<file path="src/rtl/usr_pkg.sv">
// Shared types for the universal shift register: opcode set, FSM states,
// and the reserved-opcode constant.
package usr_pkg;

    typedef enum logic [2:0] {
        MODE_HOLD = 3'd0,
        MODE_LOAD = 3'd1,
        MODE_SHL  = 3'd2,
        MODE_SHR  = 3'd3,
        MODE_ASR  = 3'd4,
        MODE_ROL  = 3'd5,
        MODE_ROR  = 3'd6
    } usr_mode_e;

    localparam logic [2:0] MODE_RSVD = 3'd7;

    typedef enum logic [1:0] {
        ST_IDLE = 2'd0,
        ST_RUN  = 2'd1,
        ST_DONE = 2'd2
    } usr_state_e;

endpackage

</file>
<file path="src/rtl/dff_sync.sv">
// Single storage bit with load enable and synchronous active-low reset.
module dff_sync (
    input  logic clk,
    input  logic rst_n,
    input  logic d,
    input  logic en,
    output logic q
);

    always_ff @(posedge clk) begin
        if (!rst_n) begin
            q <= 1'b0;
        end else if (en) begin
            q <= d;
        end
    end

endmodule

</file>
<file path="src/rtl/universal_shift_reg.sv">
// Multi-step universal shift register: LOAD/SHL/SHR/ASR (+ROL/ROR when
// USR_ROTATE_EN is defined), one bit per RUN cycle, with busy/done handshake.
module universal_shift_reg
    import usr_pkg::*;
#(
    parameter int WIDTH = 8,
    parameter int CNT_W = $clog2(WIDTH) + 1
) (
    input  logic             clk,
    input  logic             rst_n,
    input  logic             start,
    input  logic [2:0]       mode,
    input  logic [CNT_W-1:0] count,
    input  logic [WIDTH-1:0] din_par,
    input  logic             din_ser,
    output logic [WIDTH-1:0] q,
    output logic             dout_msb,
    output logic             dout_lsb,
    output logic             busy,
    output logic             done
);

    usr_state_e       state_reg, state_next;
    logic [2:0]       mode_reg, mode_next;
    logic [CNT_W-1:0] cnt_reg, cnt_next;
    logic [WIDTH-1:0] q_next;
    logic             q_en;

    // Opcodes that walk through RUN; rotates only exist when the feature is built.
    function automatic logic is_shift(input logic [2:0] m);
        logic r;
        r = (m == MODE_SHL) || (m == MODE_SHR) || (m == MODE_ASR);
`ifdef USR_ROTATE_EN
        r = r || (m == MODE_ROL) || (m == MODE_ROR);
`endif
        return r;
    endfunction

    function automatic logic [WIDTH-1:0] step(input logic [WIDTH-1:0] v,
                                              input logic [2:0]       m,
                                              input logic             ds);
        logic [WIDTH-1:0] r;
        r = v;
        case (m)
            MODE_SHL: r = {v[WIDTH-2:0], ds};
            MODE_SHR: r = {ds, v[WIDTH-1:1]};
            MODE_ASR: r = {v[WIDTH-1], v[WIDTH-1:1]};
`ifdef USR_ROTATE_EN
            MODE_ROL: r = {v[WIDTH-2:0], v[WIDTH-1]};
            MODE_ROR: r = {v[0], v[WIDTH-1:1]};
`endif
            default:  r = v;
        endcase
        return r;
    endfunction

    always_comb begin
        state_next = state_reg;
        mode_next  = mode_reg;
        cnt_next   = cnt_reg;
        q_next     = q;
        q_en       = 1'b0;
        case (state_reg)
            ST_IDLE: begin
                if (start) begin
                    mode_next = mode;
                    cnt_next  = count;
                    if (mode == MODE_LOAD) begin
                        q_next     = din_par;
                        q_en       = 1'b1;
                        state_next = ST_DONE;
                    end else if (is_shift(mode) && (count != '0)) begin
                        state_next = ST_RUN;
                    end else begin
                        state_next = ST_DONE;
                    end
                end
            end
            ST_RUN: begin
                q_next   = step(q, mode_reg, din_ser);
                q_en     = 1'b1;
                cnt_next = cnt_reg - CNT_W'(1);
                if (cnt_reg == CNT_W'(1)) begin
                    state_next = ST_DONE;
                end
            end
            ST_DONE: state_next = ST_IDLE;
            default: state_next = ST_IDLE;
        endcase
    end

    always_ff @(posedge clk) begin
        if (!rst_n) begin
            state_reg <= ST_IDLE;
            mode_reg  <= MODE_HOLD;
            cnt_reg   <= '0;
        end else begin
            state_reg <= state_next;
            mode_reg  <= mode_next;
            cnt_reg   <= cnt_next;
        end
    end

    genvar gi;
    generate
        for (gi = 0; gi < WIDTH; gi++) begin : g_bit
            dff_sync u_bit (
                .clk   (clk),
                .rst_n (rst_n),
                .d     (q_next[gi]),
                .en    (q_en),
                .q     (q[gi])
            );
        end
    endgenerate

    assign dout_msb = q[WIDTH-1];
    assign dout_lsb = q[0];
    assign busy     = (state_reg != ST_IDLE);
    assign done     = (state_reg == ST_DONE);

endmodule

</file>
<file path="config.mk">
export PLATFORM = sky130hd
export DESIGN_NAME = universal_shift_reg
export DESIGN_NICKNAME = d
export VERILOG_FILES = /design/src/rtl/usr_pkg.sv /design/src/rtl/dff_sync.sv /design/src/rtl/universal_shift_reg.sv
export SDC_FILE = /design/constraint.sdc
export NUM_CORES = 1
export LEC_CHECK = 0
export ABC_AREA = 1
export CAP_MARGIN = 10
export CORE_MARGIN = 10
export CORE_UTILIZATION = 39
export DETAILED_ROUTE_END_ITERATION = 6
export PLACE_DENSITY = 0.63
export SETUP_SLACK_MARGIN = 0.02
export SYNTH_ARGS = -nofsm -noshare
export SYNTH_HDL_FRONTEND = slang
export SYNTH_SLANG_ARGS = --single-unit
</file>
<file path="constraint.sdc">
create_clock -name clk -period 1.6 [get_ports clk]
set_input_delay 0.32 -clock clk [delete_from_list [all_inputs] [get_ports clk]]
set_output_delay 0.32 -clock clk [all_outputs]
set_load 0.05 [all_outputs]
</file>
==> flow_summary.yaml <==
run_status:
  status: "completed"
timing:
  hold_viol: 0
  worstMarginPinSlew_ns: 0.385
  fmax_ghz: 0.700
  rsz0062_at_grt: "no"
  period_minus_slack_ns: 1.43
  maxSlewViolCount: 0
  period_share_pct: 89.3
  relSlewSlack_pct: 74.3
  setup_violations: 0
  finClkSkew_ns: 0.00326
routing:
  num_vias: 1276
  wl_per_cell_um: 11.9
  drtIter0Drc: 97
  first_pass_iters: 4
  viasPerCell: 4.80
  wirelength_mm: 3.16
  drc_errors: 0
  ant_nets: 0
pwr:
  power_density_nw_per_um2: 778
  clkPwrFrac_pct: 18.6
  ir_drop_uv: 362
  swShare_pct: 38.3
  power.share.sequential_pct: 40.1
  p_leak_nw: 0.811
  switchingPower_uw: 487
  p_int_uw: 785
  comb_power_share_pct: 41.3
synthesis:
  yosysWarnings: 0
  synth.distinct_cells: 24
  ys_ff_latch: 17
  synth_top_area_share_pct: 27.9
  synth.top_cells.by_area: "dfxtp_1, nand2_1, nor2_1"
  syn_area_um2: 1220
  synth-simple-area-share_pct: 44.7
  yosysSeqAreaShare_pct: 27.9
  synth_top_cell_by_area: "dfxtp_1"
  synth_fp_nets: 212
  synth_xor_area_share_pct: 0.719
  synth_compound_area_share_pct: 8.93
  avgSynthCellArea_um2: 6.38
  synth_cells: 191
  synthAdderAreaFrac_pct: 2.05
  synth_top_family_by_area: "simple AND/OR/NAND/NOR gates"
  synthMuxAreaShare_pct: 0
critical_path:
  worst-path-max-fanout: 3
  endpoint_kind: "output pin"
  required_ns: 1.28
  arrival_ns: 1.11
  r2r_cells: 9
  start_kind: "flip-flop"
  critPathKind: "reg2out"
cells_and_area:
  syn2layout_area_growth_pct: 34.2
  drive_gt1_share_pct: 16.7
  final_util_pct: 54.0
  antenna_cells: 0
  nNetsFinal: 244
  design_area_um2: 1640
  largest_reg_flops: 8
clocking:
  clk_pin_slew_ns: 0.10
  clk_latency_ns: 0.29
  clockRootBuffer: "clkbuf_4"
  clock_path_buffers: 2
  cts_buffers: 3
  cts_hold_buf: 0
  tritoncts: "yes"
  h-tree-depth: 1
  clock_sinks: 17
global_route:
  grtUsageTotal_pct: 10.9
  grt_pass1_vias: 1215
  grt_first_pass_wirelength_mm: 5.43
  grt.overflow.total: 0
  antenna_found_initial: 0
  grt_max_degree: 18
job:
  maxCapViolCount: 0
worst_hold_path:
  hold_class: "reg2reg"
  hold_depth: 2
place:
  io_buffers: 30
  placed_area_um2: 1610
  hpwl_mm: 2.43
  gp_congestion: 0.871
die:
  die_h_um: 75.9
  rows: 20
  core-area_um2: 3030
  ios: 31
  initial_utilization_pct: 40.2
  die_w_um: 75.9
  die_area_um2: 5760
-- per-stage QoR --
step	hold WS, ns	instances	total power [mW]	setup TNS [ns]	setup slack [ns]
2_1_floorplan	0.456	191	0.860	0	0.110
3_3_place_gp	0.472	262	1.04	-0.0217	-0.0157
3_5_place_dp	0.477	262	1.04	-0.207	-0.0522
4_1_cts	0.493	266	1.29	0	0.0524
5_1_grt	0.517	266	1.37	0	0.0757
6_report	0.497	266	1.27	0	0.172
-- area by class of cell --
| type | instances | area (um^2) |
|---|---|---|
| repair buffers | 38 | 430 |
| fillers | 302 | 1390 |
| clock buffers | 4 | 26.3 |
| inverters | 24 | 95.1 |
| well taps | 44 | 55.1 |
| multi-input cells | 139 | 687 |
| flip-flops and latches | 17 | 342 |
-- worst max-delay path: stages (launching register included) --
cell and delay, ns:
dfxtp_2 0.41, inv_2 0.07, nor2_1 0.18, buf_12 0.17
-- synthesized netlist by cell type, drive strengths merged --
library cell	instances
nor2	38
o21ai	12
ha	2
clkbuf	1
o21a	1
xor2	1
inv	24
nor3	2
buf	10
dfxtp	17
nand3b	1
or2	1
a21oi	7
nand3	24
nand4	2
a31oi	1
nand2	47
-- logic make-up after synthesis --
logic type / after synthesis
buf+inv: 35
simple gates: 115
fa+ha+maj: 2
xor+xnor: 1
flops: 17
compound gates: 21
-- timing repair --
item / in CTS / in global routing
buffers inserted: 0 / 0
gates resized for setup: 0 / 1
endpoints found under the hold margin: 0 / 0
endpoints found under the setup margin: 0 / 1
-- power groups by stage --
stage	combinational, mW	clock [mW]	sequential, mW
6_report	0.525	0.236	0.510
5_1_grt	0.580	0.273	0.518
4_1_cts	0.527	0.251	0.510
3_5_place_dp	0.525	0	0.519
3_3_place_gp	0.518	0	0.517
2_1_floorplan	0.345	0	0.515
-- layer usage --
layer  GRT usage (%)  wire length [um]
met2            17.6              1480
met1            13.0              1390
met3            3.77               276
met5               0                 0
met4            3.60                10
-- path summary, 6_finish.rpt --
check	start	end	slack, ns
setup / recovery	state_reg[1]	done	0.17
hold / removal	cnt_reg[3]	cnt_reg[3]	0.50
setup reg to reg	state_reg[0]	g_bit[5].u_bit.q	0.22
hold reg to reg	cnt_reg[3]	cnt_reg[3]	0.50
-- placed cells by master, fill, tap and decap left out --
master           count
nand2_1             42
nor2_1              35
nand3_1             24
inv_1               20
clkdlybuf4s50_1     18
dfxtp_1             16
buf_4               12
o21ai_0             10
buf_12               8
a21oi_1              7
nand2_4              5
inv_2                3
clkbuf_4             3
o21ai_1              2
nor3_1               2
nor2_4               2
nand4_1              2
ha_1                 2
nor2_8               1
inv_6                1
xor2_1               1
o21a_1               1
a31oi_1              1
or2_2                1
nand3b_1             1
clkbuf_1             1
dfxtp_2              1
No activity file was read; power rests on OpenSTA's default activity.
